File: config.mk
export PLATFORM = sky130hd
export DESIGN_NAME = draw_rect_char
export DESIGN_NICKNAME = d
export VERILOG_FILES = /design/src/rtl/draw_rect_char.sv
export SDC_FILE = /design/constraint.sdc
export NUM_CORES = 1
export LEC_CHECK = 0
export CAP_MARGIN = 30
export CORE_MARGIN = 2
export CORE_UTILIZATION = 50
export DETAILED_ROUTE_END_ITERATION = 16
export GPL_ROUTABILITY_DRIVEN = 0
export PLACE_DENSITY = 0.84
export SLEW_MARGIN = 10
export SYNTH_ARGS = -nofsm -noshare
export SYNTH_HDL_FRONTEND = slang
export SYNTH_SLANG_ARGS = --single-unit
File: constraint.sdc
create_clock -name pclk -period 3.95 [get_ports pclk]
set_clock_uncertainty 0.2 [all_clocks]
set_input_delay 0.79 -clock pclk [delete_from_list [all_inputs] [get_ports pclk]]
set_output_delay 0.79 -clock pclk [all_outputs]
set_load 0.03 [all_outputs]
File: src/rtl/draw_rect_char.sv
// Text-box overlay stage for the VGA pixel pipeline: addresses the text and font ROMs
// and paints glyph pixels over the incoming RGB stream, with timing delayed by 3 pclk.
module draw_rect_char #(
  parameter int          XPOS         = 100,
  parameter int          YPOS         = 100,
  parameter logic [11:0] LETTER_COLOR = 12'hfff
) (
  input  logic        pclk,
  input  logic        rst,
  input  logic [10:0] hcount_in,
  input  logic [10:0] vcount_in,
  input  logic        hsync_in,
  input  logic        vsync_in,
  input  logic        hblnk_in,
  input  logic        vblnk_in,
  input  logic [11:0] rgb_in,
  output logic [7:0]  char_xy,
  input  logic [6:0]  char_code,
  output logic [10:0] char_line,
  input  logic [7:0]  char_pixels,
  output logic [10:0] hcount_out,
  output logic [10:0] vcount_out,
  output logic        hsync_out,
  output logic        vsync_out,
  output logic        hblnk_out,
  output logic        vblnk_out,
  output logic [11:0] rgb_out
);

  localparam logic [11:0] X_LO = 12'(XPOS);
  localparam logic [11:0] X_HI = 12'(XPOS + 128);
  localparam logic [11:0] Y_LO = 12'(YPOS);
  localparam logic [11:0] Y_HI = 12'(YPOS + 256);

  typedef struct packed {
    logic [3:0]  yrow;
    logic [2:0]  xbit;
    logic        in_box;
    logic [10:0] hcount;
    logic [10:0] vcount;
    logic        hsync;
    logic        vsync;
    logic        hblnk;
    logic        vblnk;
    logic [11:0] rgb;
  } stage_t;

  logic [10:0] xrel;
  logic [10:0] yrel;
  logic        in_box;
  stage_t      s1_d;
  stage_t      s1;
  stage_t      s2;
  logic        pix;
  logic [11:0] rgb_next;

  // The box test uses the raw counters so wrapped offsets never leak into the overlay
  always_comb begin
    xrel    = hcount_in - X_LO[10:0];
    yrel    = vcount_in - Y_LO[10:0];
    in_box  = ({1'b0, hcount_in} >= X_LO) && ({1'b0, hcount_in} < X_HI) &&
              ({1'b0, vcount_in} >= Y_LO) && ({1'b0, vcount_in} < Y_HI);
    char_xy = {yrel[7:4], xrel[6:3]};
    s1_d    = '{yrow: yrel[3:0], xbit: xrel[2:0], in_box: in_box,
                hcount: hcount_in, vcount: vcount_in,
                hsync: hsync_in, vsync: vsync_in,
                hblnk: hblnk_in, vblnk: vblnk_in, rgb: rgb_in};
  end

  assign char_line = {char_code, s1.yrow};

  always_ff @(posedge pclk) begin
    if (rst) begin
      s1 <= '0;
      s2 <= '0;
    end else begin
      s1 <= s1_d;
      s2 <= s1;
    end
  end

  // Blanking wins over the glyph overlay
  always_comb begin
    pix      = char_pixels[3'd7 - s2.xbit];
    rgb_next = s2.rgb;
    if (s2.hblnk || s2.vblnk) begin
      rgb_next = 12'h000;
    end else if (s2.in_box && pix) begin
      rgb_next = LETTER_COLOR;
    end
  end

  always_ff @(posedge pclk) begin
    if (rst) begin
      hcount_out <= '0;
      vcount_out <= '0;
      hsync_out  <= 1'b0;
      vsync_out  <= 1'b0;
      hblnk_out  <= 1'b0;
      vblnk_out  <= 1'b0;
      rgb_out    <= '0;
    end else begin
      hcount_out <= s2.hcount;
      vcount_out <= s2.vcount;
      hsync_out  <= s2.hsync;
      vsync_out  <= s2.vsync;
      hblnk_out  <= s2.hblnk;
      vblnk_out  <= s2.vblnk;
      rgb_out    <= rgb_next;
    end
  end

endmodule

Word-level counts from Yosys, hierarchy flattened
Cells that the tools add are included.
{"block": "word_totals", "ff_bits": 126, "wordCells": 43, "inputBits": 55}
{"block": "op_classes", "mux": 3, "order_cmp": 5, "addsub": 3, "reduce_logical": 6}
{"operator": "11-bit by 7-bit greater-or-equal comparator with 1-bit output, second input constant", "count": 2}
{"operator": "12-bit two-way mux", "count": 1}
{"operator": "11-bit by 8-bit < comparator with 1-bit output, second input constant", "count": 1}
{"operator": "11-bit by 9-bit < comparator with 1-bit output, second input constant", "count": 1}
{"operator": "8-bit by 7-bit subtractor with 8-bit output, second input constant", "count": 1}
{"operator": "7-bit subtractor, second input constant", "count": 1}
{"operator": "1-bit logical AND", "count": 4}
{"operator": "3-bit by 4-bit < comparator with 1-bit output, second input constant", "count": 1}
{"operator": "1-bit binary-select mux with 3-bit select", "count": 1}
{"operator": "3-bit subtractor, first input constant", "count": 1}
{"operator": "2-bit OR reduction", "count": 1}
{"operator": "1-bit logical OR", "count": 1}
{"operator": "1-bit two-way mux", "count": 1}

Depth between registers and ports, before layout
Gate-level depths: netlist (run 1).
{"block": "logic_depth", "word_depth": 5, "ltp_mapped": 6, "mapped_depth_nobuf": 5}

Worst setup path before layout (run 1)
Ideal clock, no wire load.
{"block": "synth_path", "path_kind": "input to output", "start": "in hcount_in[3]", "end": "out char_xy[3]", "setup_slack_ps": 1408, "path_buffers": 1, "t_arrival_ps": 1552, "required_ps": 2960, "path_stages": 6, "path_cell_list": "inv_1 -> ha_1 -> inv_1 -> o21ai_0 -> xnor2_1 -> buf_4"}
{"block": "synth_between", "elab_chain_cells": 1}
{"element": "start, declared", "line_no": "10", "rtl": "input logic [10:0] hcount_in,"}
{"element": "7-bit subtractor", "line_no": "59", "rtl": "xrel = hcount_in - X_LO[10:0];"}
{"element": "end, declared", "line_no": "17", "rtl": "output logic [7:0] char_xy,"}
Every way passes these cells.

Final worst setup path (run 1)
{"block": "layout_path", "start": "in hcount_in[2]", "end": "out char_xy[3]"}
Same word-level chain as after synthesis.

==> key figures, run 1 <==
Die
  – Starting Density: a little over half
  – Core ar.: around 7300 um^2
  – Rows: 31
  – Die area: approximately 8400 um^2
  – I/O Pins: ~110
  – Die X: 91.4 um
  – Die Span Y: approximately 91 um

Synth
  – Yosys reg bits: 120
  – Mean Syn Cell Area: roughly 12 um^2
  – Synth unique cells: 34
  – Yosys warning total: 0
  – Synth Cell Area: ~3800 um^2
  – Syn_nets: 390
  – Gate Count Post-Synth: ~330
  – Sequential area share after synthesis: roughly 63%

Detailed routing
  – WL per Instance: ~12 um
  – Routed Antenna Nets: 0
  – DRT iter0 DRCs: 66
  – Drt pass-1 iters: 6
  – DRT Wirelength: 6.54 mm
  – DR vias: between 2000 and 2500
  – Vias/cell: roughly 4.5
  – # DRC: 0

Worst setup path
  – Critical path cell sequence: clkdlybuf4s50_1 > inv_1 > ha_1 > inv_1 > o21ai_0 > xnor2_1 > clkdlybuf4s50_1
  – End point of the critical path: char_xy[3]
  – Crit. Startpoint: hcount_in[2]
  – Crit end category: output port
  – Slowest cell on crit path: clkdlybuf4s50_1
  – CP Data Arrival Time: around 2700 ps
  – Critical path depth: 7
  – Startpoint types: input port
  – Crit-path max cell delay: 690 ps
  – Reg2reg end: rgb_out[8]
  – Crit Path Category: in -> out
  – CP bufs+invs: 4
  – R2R depth: 3
  – WP data required: 2960 ps
  – R2R Setup Slk: ~1900 ps
  – Reg2reg start: s2[12]
  – Delay-heaviest family, CP: buffers and inverters
  – Highest fanout seen on the critical path: 4

Status
  – Outcome: completed

Timing
  – Setup TNS: 0 ps
  – Max-slew violation count: 0
  – RSZ-0062 raised after global routing: no
  – Endpoints failing setup: 0
  – Final worst slack: just under 300 ps
  – Fin crit period: between 3000 and 4000 ps
  – Period utilisation layout: 92.6%
  – Fin. Hold Viols: 0
  – Slew @ Worst Pin: between 900 and 1000 ps
  – Fmax: 273 MHz
  – Slew headroom: about two fifths

CTS
  – Hold Buf Count CTS: 0
  – Clock tree buffer depth: 2
  – CTS Sinks: between 100 and 150
  – Root Buffer: clkbuf_8
  – H-Tree Level Count: 4
  – Resized Gates After CTS: 0
  – Num CTS Buffers: 17
  – Clock transition at path regs: 50 ps
  – Skew-Pair Late Insertion Delay: about 490 ps
  – CTS tree: done
  – Post-CTS Setup Bufs: 0

Finish
  – Commonest non-fill, non-tap cells in the layout: 120 x dfxtp_1, 98 x nor2b_1, 96 x clkdlybuf4s50_1
  – Fill cell count: between 500 and 600
  – Nets: roughly 470
  – Share of layout cells above drive strength 1: approximately 11%
  – Ant. Diodes: 0
  – Commonest non-fill, non-tap cell in the layout: dfxtp_1
  – Area Overhead vs Synth: 37.9%

Pwr
  – LEAKAGE: around 2.1 nW
  – Cell area power density: about 550 nW/um^2
  – Peak supply drop: around 310 uV

Min path
  – WHS Path Cells: 1
  – Worst Hold Class: reg -> reg

Global route
  – Initial antenna violation count: 0
  – Vias in the first global route: 2347
  – Global-route wire length before repair: around 11 mm
  – Largest net degree at the start of global routing: 68
  – Overall Global Routing Usage: ~17%
  – Gr ovfl total: 0

Place
  – Place WS: around 290 ps
  – Dpl hpwl: ~4.4 mm
  – Port Buf Inserts: 97

Job
  – Max Cap Violations: 0
cell type report:
type | instances | area [um^2] | area share [%]
clock inverter | 8 | 96.3 | 1.83
tap | 99 | 124 | 2.35
multi-input combinational | 167 | 1160 | 22.0
inverter | 9 | 33.8 | 0.641
timing repair buffer | 99 | 983 | 18.7
clock buffer | 23 | 467 | 8.86
sequential | 120 | 2400 | 45.6
cell families after synthesis:
kind of cell,after synthesis,share of synthesized area [%]
flip-flops,120,62.9
adder cells (fa/ha/maj),4,1.31
XOR/XNOR,7,1.61
multiplexers,4,1.21
buffers and inverters,44,6.71
AND/OR/NAND/NOR,130,20.0
AO/OA/AOI/OAI,22,6.22
worst min path at each step:
stage	slack, ps	startpoint	end
6_report	230	s1[39]	s2[39]
5_1_grt	240	s2[4]	rgb_out[4]
2_1_floorplan	200	s2[7]	rgb_out[7]
3_3_place_gp	210	s2[7]	rgb_out[7]
3_5_place_dp	220	s2[8]	rgb_out[8]
4_1_cts	230	s2[26]	vcount_out[10]
power by group:
group          switching (mW)  internal (mW)  total, mW  leakage (nW)
Clock                   0.482          0.939       1.42         0.278
Sequential             0.0120           1.26       1.27         0.987
Combinational           0.113          0.113      0.226         0.818
synth_stat cells, drive strengths merged:
master   count  area share (%)
buf         25             4.8
clkbuf      10            0.98
and3         1            0.16
xor2         2            0.46
inv          9            0.88
nor2        10            0.98
nor3         3            0.52
mux2         2            0.69
o31ai       12             3.7
o311a        1            0.26
mux2i        2            0.52
ha           4             1.3
nand2       14             1.4
o21a         1            0.20
and4bb       1            0.33
nor2b       99              16
o311ai       2            0.92
a21o         1            0.20
xnor2        5             1.1
or3b         1            0.23
nor4         1            0.16
o2bb2ai      1            0.23
a2111oi      2            0.49
o21ai        2            0.26
dfxtp      120              63
state kept, by name (all words and copies together), names as in the netlist:
register    count
s2             40
s1             38
rgb_out        12
hcount_out     11
vcount_out     11
char_line       4
hblnk_out       1
hsync_out       1
vblnk_out       1
vsync_out       1
through the flow:
stage	total power [mW]	utilization, %	instance area (um^2)	hold WS (ps)	std cells
after floorplan	1.44	-	3820	201	331
after global placement	1.52	64.2	4700	215	494
after detailed placement	1.52	64.2	4700	217	494
after CTS	2.95	71.9	5270	230	525
after global routing	3.04	71.9	5270	244	525
final	2.92	71.9	5270	229	525
per-layer routing:
metal | vias up | wire, um | track usage (%)
met1 | 1085 | 2690 | 18.1
li1 | 1195 | - | -
met4 | 0 | 119 | 9.60
met2 | 85 | 3230 | 27.8
met5 | - | 0 | 0
met3 | 18 | 495 | 7.47
Power figures use the tool's default switching activity.
==> inputs of run 2 (changes only) <==
- ABC_AREA: unset -> 1
- GPL_ROUTABILITY_DRIVEN: 0 -> unset
- HOLD_SLACK_MARGIN: unset -> 0.12
- PLACE_DENSITY: 0.84 -> 0.83
==> run 2 against run 1 <==
  * Clock power increased by 5%
  * Area after synthesis increased by 2.0%
  * Critical path depth decreased by 1
  * Via count increased by 12%
  * Final cell count increased by 24%
  * Total power increased by 2.5%
  * First-iteration DRC count decreased by 41%
  * Worst hold slack got worse by 34 ps
  * Critical path type unchanged
  * Largest cell class unchanged
==> key figures, run 2 <==
Synth
  – Number of synthesized flops with an enable pin: 0 (unchanged)
  – Yosys warning total: 0 (unchanged)
  – Most common flop cell mapped by yosys: dfxtp_1
  – Synth Cell Area: 3890 um^2 (+2.0%)
  – Async S/R FF share, synth: 0% (unchanged)
  – Mean Syn Cell Area: 8.62 um^2 (-25%)
  – Gate Count Post-Synth: 452 (+37%)
  – Most common cell in the netlist: dfxtp_1
  – Top cells by count, synth: 120 x dfxtp_1, 114 x inv_1, 114 x nor2_1, 19 x buf_4, 16 x nand2_1
  – Post-synth top area share: 61.7% (-1.2 points)
  – Leading post-synthesis cells by cell area: dfxtp_1 62%, inv_1 11%, nor2_1 11%
  – Syn_nets: 511 (+31%)
  – Synth unique cells: 23 (-32%)
  – Yosys reg bits: 120 (unchanged)
  – Sequential area share after synthesis: 61.7% (-1.2 points)
  – Synth area leader: dfxtp_1

Timing
  – Fin. Hold Viols: 0 (unchanged)
  – RSZ-0062 raised after global routing: no
  – Slew headroom: 53.8% (+15 points)
  – Slew @ Worst Pin: 691 ps (-218 ps)
  – Max-slew violation count: 0 (unchanged)
  – Fin crit period: 3660 ps (+5.51 ps)
  – Setup TNS: 0 ps (unchanged)
  – Period utilisation layout: 92.7% (+0.14 points)
  – Final worst slack: 287 ps (-5.51 ps)
  – Fmax: 273 MHz (-0.15%)
  – Endpoints failing setup: 0 (unchanged)

Global route
  – Overall Global Routing Usage: 16.6% (-0.29 points)
  – Vias in the first global route: 2528 (+7.7%)
  – Global-route wire length before repair: 11.0 mm (+1.2%)
  – Gr ovfl total: 0 (unchanged)
  – Largest net degree at the start of global routing: 63 (-7.4%)
  – Initial antenna violation count: 0 (unchanged)

Status
  – Outcome: completed

Job
  – Max Cap Violations: 0 (unchanged)

CTS
  – Num CTS Buffers: 17 (unchanged)
  – Clock transition at path regs: 60 ps (about the same)
  – Resized Gates After CTS: 0 (unchanged)
  – Root Buffer: clkbuf_8
  – Skew-Pair Late Insertion Delay: 490 ps (about the same)
  – H-Tree Level Count: 4 (unchanged)
  – Clock tree buffer depth: 2 (unchanged)
  – Hold Buf Count CTS: 0 (unchanged)
  – CTS Sinks: 120 (unchanged)
  – Post-CTS Setup Bufs: 0 (unchanged)
  – CTS tree: done

Worst setup path
  – R2R depth: 6 (+3)
  – CP Data Arrival Time: 2670 ps (about the same)
  – WP data required: 2960 ps (about the same)
  – Crit end category: output port
  – Highest fanout seen on the critical path: 3 (-1)
  – Startpoint types: input port
  – End point of the critical path: char_xy[3]
  – Reg2reg end: rgb_out[10]
  – Crit Path Category: in -> out
  – Reg2reg start: s2[39]
  – Crit. Startpoint: hcount_in[2]
  – R2R Setup Slk: 2420 ps (+560 ps)

Detailed routing
  – # DRC: 0 (unchanged)
  – DRT iter0 DRCs: 39 (-41%)
  – DR vias: 2670 (+12%)
  – WL per Instance: 10.1 um (-19%)
  – DRT Wirelength: 6.56 mm (+0.23%)
  – Drt pass-1 iters: 4 (-2)
  – Routed Antenna Nets: 0 (unchanged)
  – Vias/cell: 4.10 (-9.6%)

Finish
  – Register area: 2400 um^2 (unchanged)
  – Final Core Density: 70.3% (-1.5 points)
  – Largest registers: s2 x40, s1 x38, rgb_out x12
  – Reg with most FFs: s2
  – Commonest non-fill, non-tap cell in the layout: dfxtp_1
  – Ant. Diodes: 0 (unchanged)
  – Commonest non-fill, non-tap cells in the layout: 120 x dfxtp_1, 114 x inv_1, 114 x nor2_1
  – Nets: 595 (+26%)
  – Area Overhead vs Synth: 38.1%
  – Number of flip-flops under the largest register name: 40 (unchanged)
  – Area of the multi-input gates: 806 um^2 (-31%)
  – Fill cell count: 570 (+9.6%)
  – Share of layout cells above drive strength 1: 10.6% (-0.23 points)

Pwr
  – Pwr Total: 2.99 mW (+2.5%)
  – Peak supply drop: 339 uV (+7.9%)
  – LEAKAGE: 2.43 nW (+17%)
  – Cell area power density: 556 nW/um^2 (+0.38%)

Place
  – Dpl hpwl: 4.38 mm (+0.45%)
  – Routability Congestion: a little over 0.9
  – Port Buf Inserts: 97 (unchanged)
  – Place WS: 302 ps (+13.2 ps)

Die
  – Rows: 32 (+3.2%)
  – Core ar.: 7650 um^2 (+4.3%)
  – Starting Density: 50.9% (-1.2 points)
  – Die area: 8510 um^2 (+1.9%)
  – Die X: 92.3 um (+0.94%)
  – Die Span Y: 92.3 um (+0.94%)
  – I/O Pins: 112 (unchanged)

Min path
  – Worst Hold Class: reg -> reg
-- run 2: cell families (layout without fill, tap and decap cells) --
family | Yosys count | count (layout) | synth area share, %
xor gates and xnor gates | 6 | 6 | 1.35
AOI/OAI and AO/OA | 17 | 17 | 3.21
buffers and inverters | 160 | 257 | 17.6
DFF | 120 | 120 | 61.7
adders and majority gates | 4 | 4 | 1.28
and+or+nand+nor | 145 | 145 | 14.8
-- run 2: critical path, stage by stage --
cell and delay [ps]:
clkdlybuf4s50_1 530, inv_2 60, ha_1 220, a21oi_1 220, xor2_1 170, clkdlybuf4s50_1 680
-- run 2: stage by stage --
step	hold WS, ps	area, um^2	instances
floorplan	188	3890	452
global placement	189	4790	619
detailed placement	192	4790	619
CTS	196	5380	651
global route	209	5380	651
finish	195	5380	651
-- run 2: report_power, final --
group	total [mW]	internal (mW)	leakage, nW	switching [mW]
clock	1.49	0.962	0.290	0.530
sequential	1.27	1.26	0.987	0.0127
combinational	0.228	0.104	1.15	0.124
-- run 2: layout make-up --
cell class | count | area share, %
Inverter | 127 | 8.86
Clock inverter | 15 | 3.28
Sequential cell | 120 | 44.7
Tap cell | 102 | 2.37
Timing Repair Buffer | 98 | 18.1
Clock buffer | 17 | 7.70
Multi-Input combinational cell | 172 | 15.0
-- run 2: worst min-delay path by stage --
stage	start	end	slack, ps	cells after the start
floorplan	s2[37]	hcount_out[10]	190	2
global placement	s2[14]	vsync_out	190	2
detailed placement	s2[24]	vcount_out[8]	190	2
CTS	s1[24]	s2[24]	200	2
global route	s1[37]	s2[37]	210	2
finish	s1[0]	s2[0]	190	2
-- run 2: routing by layer --
metal	track usage (%)	up-vias	routed length (um)
li1	-	1421	-
met1	16.4	1147	2620
met2	29.5	92	3300
met3	8.87	10	563
met4	6.22	0	70
met5	0	-	0
